==> config.mk <==
export PLATFORM = sky130hd
export DESIGN_NAME = program_loader_flat
export DESIGN_NICKNAME = d
export VERILOG_FILES = /design/src/rtl/loader_pkg.sv /design/src/rtl/program_loader_if.sv /design/src/rtl/word_packer.sv /design/src/rtl/program_loader.sv /design/src/flat_wrapper.sv
export SDC_FILE = /design/constraint.sdc
export NUM_CORES = 1
export LEC_CHECK = 0
export ABC_AREA = 1
export ABC_CLOCK_PERIOD_IN_PS = 3850
export CORE_MARGIN = 10
export CORE_UTILIZATION = 47
export CTS_BUF_LIST = sky130_fd_sc_hd__clkbuf_8 sky130_fd_sc_hd__clkbuf_16
export CTS_CLUSTER_DIAMETER = 150
export DETAILED_ROUTE_END_ITERATION = 7
export HOLD_SLACK_MARGIN = 0.03
export PLACE_DENSITY = 0.8
export SYNTH_ARGS = -nofsm -noshare
export SYNTH_HDL_FRONTEND = slang
export SYNTH_SLANG_ARGS = --single-unit
==> constraint.sdc <==
create_clock -name clk -period 3.85 [get_ports clk]
set_clock_uncertainty 0.1 [all_clocks]
set_input_delay 0.77 -clock clk [delete_from_list [all_inputs] [get_ports clk]]
set_output_delay 0.77 -clock clk [all_outputs]
set_load 0.1 [all_outputs]
==> src/rtl/loader_pkg.sv <==
// Shared definitions for the program loader: host command codes, the FSM
// state encoding and the word/byte geometry used by the packer.
package loader_pkg;

    // Host command bytes
    localparam logic [7:0] CMD_LOAD_I = 8'h01;
    localparam logic [7:0] CMD_LOAD_D = 8'h02;
    localparam logic [7:0] CMD_DUMP_D = 8'h03;
    localparam logic [7:0] CMD_RUN    = 8'h04;
    localparam logic [7:0] CMD_STOP   = 8'h05;

    // Bytes carried per memory word on the byte stream
    localparam int BYTES_PER_WORD = 4;

    // FSM state encoding; IDLE is zero so a cleared state register is IDLE
    localparam logic [3:0] ST_IDLE      = 4'd0;
    localparam logic [3:0] ST_CNT_HI    = 4'd1;
    localparam logic [3:0] ST_CNT_LO    = 4'd2;
    localparam logic [3:0] ST_LOAD      = 4'd3;
    localparam logic [3:0] ST_WRITE     = 4'd4;
    localparam logic [3:0] ST_DUMP_RD   = 4'd5;
    localparam logic [3:0] ST_DUMP_WAIT = 4'd6;
    localparam logic [3:0] ST_DUMP_TX   = 4'd7;
    localparam logic [3:0] ST_RUN       = 4'd8;

    // Byte address of a word index
    function automatic logic [31:0] word_addr(input logic [15:0] idx);
        return {14'd0, idx, 2'b00};
    endfunction

endpackage

==> src/rtl/program_loader_if.sv <==
// Host byte-stream bus of the program loader.
//   s_data/s_valid/s_ready : host -> loader command and payload bytes
//   m_data/m_valid/m_ready : loader -> host dump bytes
// Handshake: a byte moves on a rising clk edge where valid and ready are both
// high; the sender holds data stable while valid=1 and ready=0, and valid
// never depends combinationally on ready.
interface program_loader_if;
    logic [7:0] s_data;
    logic       s_valid;
    logic       s_ready;
    logic [7:0] m_data;
    logic       m_valid;
    logic       m_ready;

    modport master (output s_data, s_valid, m_ready,
                    input  s_ready, m_data, m_valid);
    modport slave  (input  s_data, s_valid, m_ready,
                    output s_ready, m_data, m_valid);
endinterface

==> src/rtl/word_packer.sv <==
// Byte <-> word shifter shared by the load and dump paths.
//   shift    : shift word left one byte, byte_in enters at the bottom
//   load     : parallel load of word_in (has priority over shift)
//   word     : current word register
//   byte_out : most significant byte, i.e. the next byte to transmit
module word_packer
    import loader_pkg::*;
(
    input  logic        clk,
    input  logic        arst,
    input  logic        shift,
    input  logic [7:0]  byte_in,
    input  logic        load,
    input  logic [31:0] word_in,
    output logic [31:0] word,
    output logic [7:0]  byte_out
);
    localparam int W = 8 * BYTES_PER_WORD;

    always_ff @(posedge clk or posedge arst) begin
        if (arst) begin
            word <= '0;
        end else if (load) begin
            word <= word_in;
        end else if (shift) begin
            word <= {word[W-9:0], byte_in};
        end
    end

    assign byte_out = word[W-1:W-8];
endmodule

==> src/rtl/program_loader.sv <==
// Program loader: decodes a host byte stream to fill the instruction and data
// memories through their external ports, dump data memory back to the host,
// and start/stop the CPU.
//   clk, arst          : clock, asynchronous active-high reset
//   bus                : host byte stream (slave side)
//   addr/wdata/wen/ren_ext       : instruction memory external port
//   addr/wdata/wen/ren_ext_2     : data memory external port, rdata_ext_2
//                                  valid the cycle after ren_ext_2
//   enable             : CPU run enable (high only in RUN)
//   busy               : high outside IDLE and RUN
//   err                : sticky error (unknown command, count > depth)
//   state_dbg          : current FSM state
module program_loader
    import loader_pkg::*;
#(
    parameter int IMEM_DEPTH = 512,
    parameter int DMEM_DEPTH = 1024
) (
    input  logic                    clk,
    input  logic                    arst,
    program_loader_if.slave         bus,
    output logic [31:0]             addr_ext,
    output logic [31:0]             wdata_ext,
    output logic                    wen_ext,
    output logic                    ren_ext,
    output logic [31:0]             addr_ext_2,
    output logic [31:0]             wdata_ext_2,
    output logic                    wen_ext_2,
    output logic                    ren_ext_2,
    input  logic [31:0]             rdata_ext_2,
    output logic                    enable,
    output logic                    busy,
    output logic                    err,
    output logic [3:0]              state_dbg
);
    logic [3:0]  state;
    logic [7:0]  cmd;
    logic [15:0] count;
    logic [15:0] done;
    logic [15:0] index;
    logic [1:0]  byte_cnt;

    logic        s_fire, m_fire;
    logic [16:0] depth_sel;
    logic [15:0] last_index, next_index, new_count;
    logic        last_word, last_byte;
    logic        pk_shift, pk_load;
    logic [7:0]  pk_byte_in, pk_byte_out;
    logic [31:0] pk_word;

    assign s_fire = bus.s_valid && bus.s_ready;
    assign m_fire = bus.m_valid && bus.m_ready;

    // LOAD_I targets IMEM; LOAD_D and DUMP_D both target DMEM
    assign depth_sel  = (cmd == CMD_LOAD_I) ? 17'(IMEM_DEPTH) : 17'(DMEM_DEPTH);
    assign last_index = 16'(depth_sel - 17'd1);
    assign next_index = (index == last_index) ? 16'd0 : index + 16'd1;
    assign new_count  = {count[15:8], bus.s_data};
    assign last_word  = (done + 16'd1 == count);
    assign last_byte  = (byte_cnt == 2'(BYTES_PER_WORD - 1));

    assign pk_shift   = (state == ST_LOAD && s_fire) || (state == ST_DUMP_TX && m_fire);
    assign pk_byte_in = (state == ST_LOAD) ? bus.s_data : 8'h00;
    assign pk_load    = (state == ST_DUMP_WAIT);

    word_packer u_packer (
        .clk      (clk),
        .arst     (arst),
        .shift    (pk_shift),
        .byte_in  (pk_byte_in),
        .load     (pk_load),
        .word_in  (rdata_ext_2),
        .word     (pk_word),
        .byte_out (pk_byte_out)
    );

    always_ff @(posedge clk or posedge arst) begin
        if (arst) begin
            state     <= ST_IDLE;
            cmd       <= '0;
            count     <= '0;
            done      <= '0;
            index     <= '0;
            byte_cnt  <= '0;
            err       <= 1'b0;
            wen_ext   <= 1'b0;
            wen_ext_2 <= 1'b0;
            ren_ext_2 <= 1'b0;
        end else begin
            // Strobes are one-cycle pulses raised on entry to WRITE / DUMP_RD
            wen_ext   <= 1'b0;
            wen_ext_2 <= 1'b0;
            ren_ext_2 <= 1'b0;
            case (state)
                ST_IDLE: begin
                    if (s_fire) begin
                        case (bus.s_data)
                            CMD_LOAD_I, CMD_LOAD_D, CMD_DUMP_D: begin
                                cmd   <= bus.s_data;
                                count <= '0;
                                done  <= '0;
                                index <= '0;
                                state <= ST_CNT_HI;
                            end
                            CMD_RUN:  state <= ST_RUN;
                            CMD_STOP: state <= ST_IDLE;
                            default:  err   <= 1'b1;
                        endcase
                    end
                end
                ST_CNT_HI: begin
                    if (s_fire) begin
                        count[15:8] <= bus.s_data;
                        state       <= ST_CNT_LO;
                    end
                end
                ST_CNT_LO: begin
                    if (s_fire) begin
                        count    <= new_count;
                        byte_cnt <= '0;
                        // Oversized counts still run to completion, wrapping the index
                        if ({1'b0, new_count} > depth_sel) err <= 1'b1;
                        if (new_count == 16'd0) begin
                            state <= ST_IDLE;
                        end else if (cmd == CMD_DUMP_D) begin
                            state     <= ST_DUMP_RD;
                            ren_ext_2 <= 1'b1;
                        end else begin
                            state <= ST_LOAD;
                        end
                    end
                end
                ST_LOAD: begin
                    if (s_fire) begin
                        byte_cnt <= byte_cnt + 2'd1;
                        if (last_byte) begin
                            state     <= ST_WRITE;
                            wen_ext   <= (cmd == CMD_LOAD_I);
                            wen_ext_2 <= (cmd == CMD_LOAD_D);
                        end
                    end
                end
                ST_WRITE: begin
                    index <= next_index;
                    done  <= done + 16'd1;
                    state <= last_word ? ST_IDLE : ST_LOAD;
                end
                ST_DUMP_RD:   state <= ST_DUMP_WAIT;
                ST_DUMP_WAIT: begin
                    byte_cnt <= '0;
                    state    <= ST_DUMP_TX;
                end
                ST_DUMP_TX: begin
                    if (m_fire) begin
                        byte_cnt <= byte_cnt + 2'd1;
                        if (last_byte) begin
                            index <= next_index;
                            done  <= done + 16'd1;
                            if (last_word) begin
                                state <= ST_IDLE;
                            end else begin
                                state     <= ST_DUMP_RD;
                                ren_ext_2 <= 1'b1;
                            end
                        end
                    end
                end
                ST_RUN: begin
                    // Everything but STOP is swallowed while the CPU runs
                    if (s_fire && bus.s_data == CMD_STOP) state <= ST_IDLE;
                end
                default: state <= ST_IDLE;
            endcase
        end
    end

    // Address and data come straight from registers; only the strobes qualify them
    assign addr_ext    = word_addr(index);
    assign addr_ext_2  = word_addr(index);
    assign wdata_ext   = pk_word;
    assign wdata_ext_2 = pk_word;
    assign ren_ext     = 1'b0;

    assign bus.s_ready = (state == ST_IDLE) || (state == ST_CNT_HI) || (state == ST_CNT_LO) ||
                         (state == ST_LOAD) || (state == ST_RUN);
    assign bus.m_valid = (state == ST_DUMP_TX);
    assign bus.m_data  = pk_byte_out;
    assign enable      = (state == ST_RUN);
    assign busy        = !((state == ST_IDLE) || (state == ST_RUN));
    assign state_dbg   = state;
endmodule

==> src/flat_wrapper.sv <==
// flat-port wrapper written by rule: the top's interface ports become plain ports
module program_loader_flat import loader_pkg::*;
#(
    parameter int IMEM_DEPTH = 512,
    parameter int DMEM_DEPTH = 1024
)
  (clk, arst, addr_ext, wdata_ext, wen_ext, ren_ext, addr_ext_2, wdata_ext_2, wen_ext_2, ren_ext_2, rdata_ext_2, enable, busy, err, state_dbg, bus_s_data, bus_s_valid, bus_m_ready, bus_s_ready, bus_m_data, bus_m_valid);
  program_loader_if bus_i ();
  input  logic clk;
  input  logic arst;
  output logic [31:0] addr_ext;
  output logic [31:0] wdata_ext;
  output logic wen_ext;
  output logic ren_ext;
  output logic [31:0] addr_ext_2;
  output logic [31:0] wdata_ext_2;
  output logic wen_ext_2;
  output logic ren_ext_2;
  input  logic [31:0] rdata_ext_2;
  output logic enable;
  output logic busy;
  output logic err;
  output logic [3:0] state_dbg;
  input wire logic [$bits(bus_i.s_data)-1:0] bus_s_data;
  input wire logic [$bits(bus_i.s_valid)-1:0] bus_s_valid;
  input wire logic [$bits(bus_i.m_ready)-1:0] bus_m_ready;
  output wire logic [$bits(bus_i.s_ready)-1:0] bus_s_ready;
  output wire logic [$bits(bus_i.m_data)-1:0] bus_m_data;
  output wire logic [$bits(bus_i.m_valid)-1:0] bus_m_valid;
  assign bus_i.s_data = bus_s_data;
  assign bus_i.s_valid = bus_s_valid;
  assign bus_i.m_ready = bus_m_ready;
  assign bus_s_ready = bus_i.s_ready;
  assign bus_m_data = bus_i.m_data;
  assign bus_m_valid = bus_i.m_valid;
  program_loader #(.IMEM_DEPTH(IMEM_DEPTH), .DMEM_DEPTH(DMEM_DEPTH)) u_core (.clk(clk), .arst(arst), .bus(bus_i), .addr_ext(addr_ext), .wdata_ext(wdata_ext), .wen_ext(wen_ext), .ren_ext(ren_ext), .addr_ext_2(addr_ext_2), .wdata_ext_2(wdata_ext_2), .wen_ext_2(wen_ext_2), .ren_ext_2(ren_ext_2), .rdata_ext_2(rdata_ext_2), .enable(enable), .busy(busy), .err(err), .state_dbg(state_dbg));
endmodule
==> qor_table.md, run 1 <==
| Stage | Result | Reported |
|:---|:---|:---|
| placed design | Gp weighted congestion | 0.9069 |
| logic synthesis | Synth Instances | 799 |
| finish | FF/Latch Area | 2452 um2 |
| detailed routing | Post-Route M1 WL | 7260 um |
| worst hold path | Worst hold path stage count | 2 |
| sta | Hold Fails Final Rpt | 0 |
| detailed routing | DRC viols | 0 |
| clock tree | Clock tree from TritonCTS | built |
| detailed routing | Routed WL | 17030 um |
| worst setup path | Crit-path max cell delay | 1.21 ns |
| detailed routing | Number of nets still failing antenna checks after routing | 0 |
| clock tree | Quantity of gates resized following cts | 0 |
| grt | Wire length of the first global-routing pass | 27810 um |
| sta | Transition time of the tightest slew-check pin | 1.066 ns |
| grt | Grt ovf | 0 |
| worst hold path | Worst hold-check path type | reg2reg |
| worst setup path | Ordered list of cells on the worst path | clkdlybuf4s50_1 |
| clock tree | CTS H-Tree Depth | 3 |
| floorplanning | Core area | 12620 um2 |
| placed design | Number of port buffers | 159 |
| worst setup path | End of the worst register-to-register path | u_core.u_packer.word[8]$_DFFE_PP0P_ |
| logic synthesis | Number of unique standard cell types used by synthesis | 41 |
| worst setup path | Critical register-to-register path startpoint | u_core.state_dbg[3]$_DFFE_PP0P_ |
| clock tree | Postcts setup bufs | 0 |
| logic synthesis | Register bit count reported by yosys | 98 |
| grt | Global-route usage over all layers | 0.1885 |
| clock tree | Clock sink count | 98 |
| sta | Unrepaired setup endpoints after global routing | no |
| clock tree | Clock Tree Buf Depth | 2 |
| logic synthesis | Average instance area after synthesis | 7.564 um2 |
| sta | Final count of negative-setup-slack endpoints | 0 |
| worst setup path | Cell depth of the worst flop-to-flop path | 8 |
| worst setup path | Slowest cell on the critical path | sky130_fd_sc_hd__clkdlybuf4s50_1 |
| logic synthesis | Top FF cell, synth | sky130_fd_sc_hd__dfrtp_1 |
| worst setup path | Buffers plus inverters on the worst setup path | 1 |
| sta | Achievable frequency | 0.3366 GHz |
| floorplanning | Die X-Extent | 133.4 um |
| worst setup path | Worst path top cell family by delay | buffers and inverters |
| clock tree | Insertion delay to the later sink of the worst-skew pair | 0.35 ns |
| worst hold path | Endpoint with the worst hold slack | u_core.cmd[7]$_DFFE_PP0P_ |
| detailed routing | Max layer used | met4 |
| detailed routing | 1st-pass router iterations | 5 |
| detailed routing | Metal2 WL | 7728 um |
| worst setup path | Kind of capture point of the worst setup path | output pin |
| sta | Final clock period utilization by the worst path | 0.7716 |
| floorplanning | Boundary Pins | 193 |
| finish | Layout fillers | 1193 |
| run | MaxCap Viol Count | 0 |
| worst setup path | Worst endpoint required time | 2.98 ns |
| detailed routing | Routed wire per std cell | 15.82 um |
| grt | Initial antenna violation count | 1 |
| floorplanning | Number of rows created at floorplan | 41 |
| sta | Setup TNS | 0 ns |
| clock tree | Clk root buf | sky130_fd_sc_hd__clkbuf_16 |
| worst setup path | Worst setup slack for register-to-register paths | 1.39 ns |
| detailed routing | Count of vias placed by the detailed router | 5434 |
| logic synthesis | Number of enable flip-flop cells after synthesis | 0 |
| floorplanning | DIE AREA | 17790 um2 |
| worst setup path | Largest fanout on the critical path | 6 |
| worst setup path | Crit path kind | reg2out |
| finish | Total number of nets in the final design | 950 |
| grt | Vias in the first global route | 5338 |
| worst hold path | Min-Delay Startpoint | u_core.cmd[7]$_DFFE_PP0P_ |
| detailed routing | Mean number of vias per cell | 5.045 |
| logic synthesis | Count of yosys warnings during synthesis | 0 |
| finish | Area of combinational cells with multiple inputs | 2590 um2 |
| logic synthesis | FFs w/ async S/R, synth | 1.000 |
| sta | Final Slew Violations | 0 |
| clock tree | Clock-pin slew of the registers on the worst-case setup and hold paths | 0.06 ns |
| sta | Max transition margin | 0.2890 |
| placed design | Detailed Place HPWL | 13390 um |
| clock tree | Inserted Clock Buffers | 9 |
| logic synthesis | Cell area after technology mapping | 6043 um2 |
| outcome | Result of the run | completed |
| detailed routing | DRT iter0 DRCs | 437 |
| floorplanning | Initial Util | 0.4789 |
| finish | Antenna cell count | 0 |
| detailed routing | Routed length on met3 | 1779 um |
| finish | Share of cells above drive strength 1 | 0.06298 |
| worst setup path | CP Data Arrival Time | 2.10 ns |
| grt | Pin count of the biggest net entering global routing | 87 |
| logic synthesis | Share of the yosys chip area belonging to registers | 0.4058 |
| finish | P&R area growth vs syn | 24.53% |
| worst setup path | Type of origin of the critical path | register |
| clock tree | Hold buffer count at cts | 0 |
| sta | Period minus WS final | 2.971 ns |
| floorplanning | Die Span Y | 133.4 um |
-- cell families (layout without fill, tap and decap cells) --
group           Yosys count  after routing  synth area share
simple gates            381            381            0.2807
xor+xnor                  7              7           0.01470
other cells               1             33         0.0006205
compound gates          102            102            0.1019
fa+ha+maj                 5              5           0.01035
buf+inv                 205            279            0.1859
flops                    98             98            0.4058
-- worst reg2reg max path: stages (launching register included) --
cell                       delay [ns]
sky130_fd_sc_hd__dfrtp_1         0.47
sky130_fd_sc_hd__nor2_1          0.32
sky130_fd_sc_hd__nand2_1         0.18
sky130_fd_sc_hd__clkinv_1        0.21
sky130_fd_sc_hd__nand2_1         0.18
sky130_fd_sc_hd__nand2_2         0.33
sky130_fd_sc_hd__buf_4           0.37
sky130_fd_sc_hd__nor2_1          0.08
sky130_fd_sc_hd__a31oi_1         0.15
-- area by class of cell --
| cell class | instances | area share |
|---|---|---|
| Multi-Input combinational cell | 528 | 0.3441 |
| Clock inverter | 4 | 0.002494 |
| Clock buffer | 11 | 0.03358 |
| Timing Repair Buffer | 165 | 0.2151 |
| Inverter | 99 | 0.05021 |
| Tap cell | 172 | 0.02860 |
| Sequential cell | 98 | 0.3259 |
-- per-stage QoR --
step / instances / hold slack [ns] / area [um2] / setup slack (ns) / utilization
after detailed placement: 1062 / 0.3552 / 7254 / 0.7409 / 0.5749
after floorplan: 831 / 0.3368 / 6166 / 0.1511 / -
final: 1077 / 0.3720 / 7526 / 0.8793 / 0.5964
after global routing: 1077 / 0.3966 / 7526 / 0.8634 / 0.5964
after global placement: 1062 / 0.3490 / 7254 / 0.7904 / 0.5749
after CTS: 1077 / 0.3720 / 7526 / 0.8692 / 0.5964
-- state kept, by name (all words and copies together) (netlist names), 2 cells and up --
name                  flops
u_core.byte_cnt           2
u_core.u_packer.word     32
u_core.cmd                8
u_core.done              16
u_core.state_dbg          4
u_core.index             16
u_core.count             16
-- how the worst max path moves through the flow --
stage                     slack [ns]                               to                            start  cells after the start
after detailed placement        0.74      u_core.index[5]$_DFFE_PP0P_                    bus_s_data[5]                     11
after CTS                       0.87                     state_dbg[1]  u_core.state_dbg[1]$_DFFE_PP0P_                      1
after floorplan                 0.15  u_core.state_dbg[0]$_DFFE_PP0P_  u_core.state_dbg[0]$_DFFE_PP0P_                      8
final                           0.88                     state_dbg[1]  u_core.state_dbg[1]$_DFFE_PP0P_                      1
after global routing            0.86                     state_dbg[1]  u_core.state_dbg[1]$_DFFE_PP0P_                      1
after global placement          0.79      u_core.index[5]$_DFFE_PP0P_                    bus_s_data[5]                     11
-- cells in the mapped netlist (2+ instances only) --
cell type,n,share of area
sky130_fd_sc_hd__nand2_1,197,0.12
sky130_fd_sc_hd__dfrtp_1,98,0.41
sky130_fd_sc_hd__buf_4,91,0.11
sky130_fd_sc_hd__inv_1,89,0.055
sky130_fd_sc_hd__nor2_1,83,0.052
sky130_fd_sc_hd__nand3_1,47,0.039
sky130_fd_sc_hd__a31oi_1,33,0.034
sky130_fd_sc_hd__o21ai_0,25,0.021
sky130_fd_sc_hd__o22ai_1,21,0.022
sky130_fd_sc_hd__nand4_1,20,0.021
sky130_fd_sc_hd__a21oi_1,12,0.0099
sky130_fd_sc_hd__nor3_1,10,0.0083
sky130_fd_sc_hd__clkbuf_1,8,0.0050
sky130_fd_sc_hd__buf_2,7,0.0058
sky130_fd_sc_hd__ha_1,5,0.010
sky130_fd_sc_hd__inv_2,5,0.0031
sky130_fd_sc_hd__nor2_4,4,0.0075
sky130_fd_sc_hd__clkinv_1,3,0.0019
sky130_fd_sc_hd__nand2_2,3,0.0031
sky130_fd_sc_hd__nand2_4,3,0.0056
sky130_fd_sc_hd__nand3b_1,3,0.0037
sky130_fd_sc_hd__nor2_2,3,0.0031
sky130_fd_sc_hd__xor2_1,3,0.0043
sky130_fd_sc_hd__nor3b_1,2,0.0025
sky130_fd_sc_hd__nor4_1,2,0.0021
sky130_fd_sc_hd__nor4_4,2,0.0070
sky130_fd_sc_hd__o21a_1,2,0.0025
sky130_fd_sc_hd__o21ai_1,2,0.0017
sky130_fd_sc_hd__o21ai_2,2,0.0029
sky130_fd_sc_hd__xnor2_1,2,0.0029
sky130_fd_sc_hd__xnor3_1,2,0.0075
-- cell usage in the layout (no fill, tap or decap), drive strengths merged, types with 2 or more instances in the layout --
cell type      Yosys  routed
nor4               4       4
nand3b             3       3
ha                 5       5
nor3b              2       2
inv               95      96
nand2            203     203
xnor2              2       2
dfrtp             98      98
nor3              10      10
conb               1      33
xnor3              2       2
nand4             20      20
o21a               2       2
a31oi             33      33
nor2              91      91
a21oi             12      12
clkdlybuf4s50      0     152
clkbuf             8      11
xor2               3       3
o21ai             29      29
o22ai             21      21
clkinv             4       7
buf               98      13
nand3             47      47
-- layer usage --
| layer | track usage | vias up |
|---|---|---|
| met2 | 0.2938 | 225 |
| met4 | 0.06046 | 0 |
| met1 | 0.2356 | 2514 |
| met3 | 0.07180 | 22 |
| li1 | - | 2673 |
| met5 | 0 | - |
Power of run 1 is left out: the tool's default activity adds up to more than one toggle a clock period on the data nets, which glitch-free logic cannot reach.
==> run 2: changes to the inputs <==
Settings changed: ABC_CLOCK_PERIOD_IN_PS 3850 to 3100.
Clock period 3.85 ns to 3.1 ns, I/O delays scaled along.
==> run 2 against run 1 <==
Net effect:
- utilization decreased by 1.6 points
- critical path type is now reg2reg
- final area shrank 2.6%
- critical endpoint is now u_core.state_dbg[2]$_DFFE_PP0P_
- largest cell class unchanged
- via count increased by 1.3%
- non-clock buffer count up 2
==> qor_table.md, run 2 (synthesized netlist as in run 1, its figures left out) <==
| Stage | Result | Reported | Delta |
|:---|:---|:---|:---|
| outcome | Result of the run | completed |  |
| finish | Commonest cells after routing, fill and taps aside | sky130_fd_sc_hd__nand2_1, sky130_fd_sc_hd__buf_4, sky130_fd_sc_hd__dfrtp_1 |  |
| worst setup path | Worst endpoint required time | 3.25 ns | +0.27 ns |
| clock tree | CTS H-Tree Depth | 3 | unchanged |
| floorplanning | Initial Util | 0.4789 | unchanged |
| floorplanning | Number of rows created at floorplan | 41 | unchanged |
| sta | Period minus WS final | 2.485 ns |  |
| detailed routing | Routed wire per std cell | 15.96 um | +0.94% |
| sta | Transition time of the tightest slew-check pin | 0.6660 ns | -0.4005 ns |
| floorplanning | Die X-Extent | 133.4 um | unchanged |
| grt | Initial antenna violation count | 0 | -1 |
| clock tree | Hold buffer count at cts | 0 | unchanged |
| detailed routing | Number of nets still failing antenna checks after routing | 0 | unchanged |
| sta | Post-route worst setup slack | 0.6147 ns | -0.2646 ns |
| clock tree | Clock tree from TritonCTS | built |  |
| detailed routing | Count of vias placed by the detailed router | 5502 | +1.3% |
| sta | Final Slew Violations | 0 | unchanged |
| sta | Setup TNS | 0 ns | unchanged |
| clock tree | Postcts setup bufs | 0 | unchanged |
| placed design | Pre-CTS setup slack | 0.3863 ns | -0.3547 ns |
| sta | Final count of negative-setup-slack endpoints | 0 | unchanged |
| run | MaxCap Viol Count | 0 | unchanged |
| floorplanning | DIE AREA | 17790 um2 | unchanged |
| detailed routing | Mean number of vias per cell | 5.094 | +0.97% |
| sta | Unrepaired setup endpoints after global routing | no |  |
| grt | Vias in the first global route | 5265 | -1.4% |
| clock tree | Quantity of gates resized following cts | 0 | unchanged |
| finish | Fraction of the core area covered by cells at the end of the flow | 0.5808 | -0.01557 |
| finish | Leading cell type in the layout, fill and taps excluded | sky130_fd_sc_hd__nand2_1 |  |
| finish | P&R area growth vs syn | 21.28% |  |
| grt | Global-route usage over all layers | 0.1891 | +0.0006224 |
| worst hold path | Worst hold-check path type | reg2reg |  |
| sta | Final clock period utilization by the worst path | 0.8017 |  |
| worst setup path | Type of origin of the critical path | register |  |
| finish | Flip-flop count of the largest register, all copies and words added | 32 | unchanged |
| finish | Finished layout cell area | 7330 um2 | -2.6% |
| clock tree | Clock-pin slew of the registers on the worst-case setup and hold paths | 0.07 ns | about the same |
| worst setup path | Kind of capture point of the worst setup path | register |  |
| grt | Pin count of the biggest net entering global routing | 45 | -48% |
| worst setup path | Largest fanout on the critical path | 6 | unchanged |
| clock tree | Clk root buf | sky130_fd_sc_hd__clkbuf_16 |  |
| clock tree | Clock Tree Buf Depth | 2 | unchanged |
| sta | Hold Fails Final Rpt | 0 | unchanged |
| finish | Antenna cell count | 0 | unchanged |
| finish | Total number of nets in the final design | 952 | +0.21% |
| worst setup path | CP Data Arrival Time | 2.63 ns | +0.53 ns |
| detailed routing | DRT iter0 DRCs | 317 | -27% |
| floorplanning | Die Span Y | 133.4 um | unchanged |
| finish | Share of cells above drive strength 1 | 0.1883 | +0.1253 |
| placed design | Detailed Place HPWL | 13630 um | +1.8% |
| floorplanning | Boundary Pins | 193 | unchanged |
| sta | Max transition margin | 0.5551 | +0.2661 |
| finish | Register containing the most flip-flops in the final layout | u_core.u_packer.word |  |
| grt | Wire length of the first global-routing pass | 27890 um | +0.27% |
| detailed routing | 1st-pass router iterations | 5 | unchanged |
| detailed routing | Routed WL | 17240 um | +1.2% |
| clock tree | Clock sink count | 98 | unchanged |
| detailed routing | DRC viols | 0 | unchanged |
| placed design | Instance area at placement | 7047 um2 | -2.9% |
| clock tree | Insertion delay to the later sink of the worst-skew pair | 0.35 ns | about the same |
| sta | Achievable frequency | 0.4024 GHz |  |
| floorplanning | Core area | 12620 um2 | unchanged |
| placed design | Gp weighted congestion | 0.9591 | +5.8% |
| clock tree | Inserted Clock Buffers | 9 | unchanged |
| placed design | Number of port buffers | 159 | unchanged |
| worst setup path | Crit path kind | reg2reg |  |
| grt | Grt ovf | 0 | unchanged |
[run 2: cell types whose count changed in the layout (fill, tap and decap cells not counted), sizes merged]
cell           before  now
inv                96   97
clkinv              7    6
clkinvlp            0    1
buf                13  124
clkdlybuf4s50     152   43
[run 2: path summary, 6_finish.rpt]
| check | from | to | slack [ns] | depth (start not counted) |
|---|---|---|---|---|
| max | u_core.done[0]$_DFFE_PP0P_ | u_core.state_dbg[2]$_DFFE_PP0P_ | 0.61 | 14 |
| min | u_core.cmd[6]$_DFFE_PP0P_ | u_core.cmd[6]$_DFFE_PP0P_ | 0.37 | 2 |
| max reg2reg | u_core.done[0]$_DFFE_PP0P_ | u_core.state_dbg[2]$_DFFE_PP0P_ | 0.61 | 14 |
| min reg2reg | u_core.cmd[6]$_DFFE_PP0P_ | u_core.cmd[6]$_DFFE_PP0P_ | 0.37 | 2 |
| max in group asynchronous | arst | u_core.state_dbg[0]$_DFFE_PP0P_ | 1.67 | 3 |
| min in group asynchronous | arst | u_core.u_packer.word[0]$_DFFE_PP0P_ | 0.62 | 2 |
[run 2: cell type report]
type,count,area [um2]
inverter,99,379.1
multi-input combinational,528,2600
sequential,98,2454
clock buffer,11,252.7
clock inverter,5,30.03
timing repair buffer,167,1399
fill,1140,5290
tap,172,215.2
[run 2: critical path: stages (launching register included)]
cell                      delay (ns)
sky130_fd_sc_hd__dfrtp_1        0.43
sky130_fd_sc_hd__ha_1           0.22
sky130_fd_sc_hd__nand2_1        0.11
sky130_fd_sc_hd__nor2_1         0.36
sky130_fd_sc_hd__nand3_1        0.16
sky130_fd_sc_hd__nand2_1        0.08
sky130_fd_sc_hd__inv_1          0.04
sky130_fd_sc_hd__nor2_1         0.20
sky130_fd_sc_hd__nor2_1         0.07
sky130_fd_sc_hd__nor2_1         0.10
sky130_fd_sc_hd__nand3_1        0.22
sky130_fd_sc_hd__nand2_1        0.12
sky130_fd_sc_hd__nand2_1        0.07
sky130_fd_sc_hd__nand2_1        0.06
sky130_fd_sc_hd__nand2_1        0.05
[run 2: per-layer routing]
metal	up-vias	routed length [um]	track usage
met5	-	0	0
met2	277	7634	0.2919
met3	15	1717	0.05451
met1	2531	7692	0.2525
met4	0	198	0.05260
li1	2679	-	-
[run 2: metrics by stage]
| stage | std cells | hold slack, ns |
|---|---|---|
| final | 1080 | 0.3678 |
| after global routing | 1080 | 0.3946 |
| after CTS | 1080 | 0.3713 |
| after detailed placement | 1064 | 0.3529 |
| after global placement | 1064 | 0.3489 |
| after floorplan | 831 | 0.3368 |
Power of run 2 is left out for the same reason.
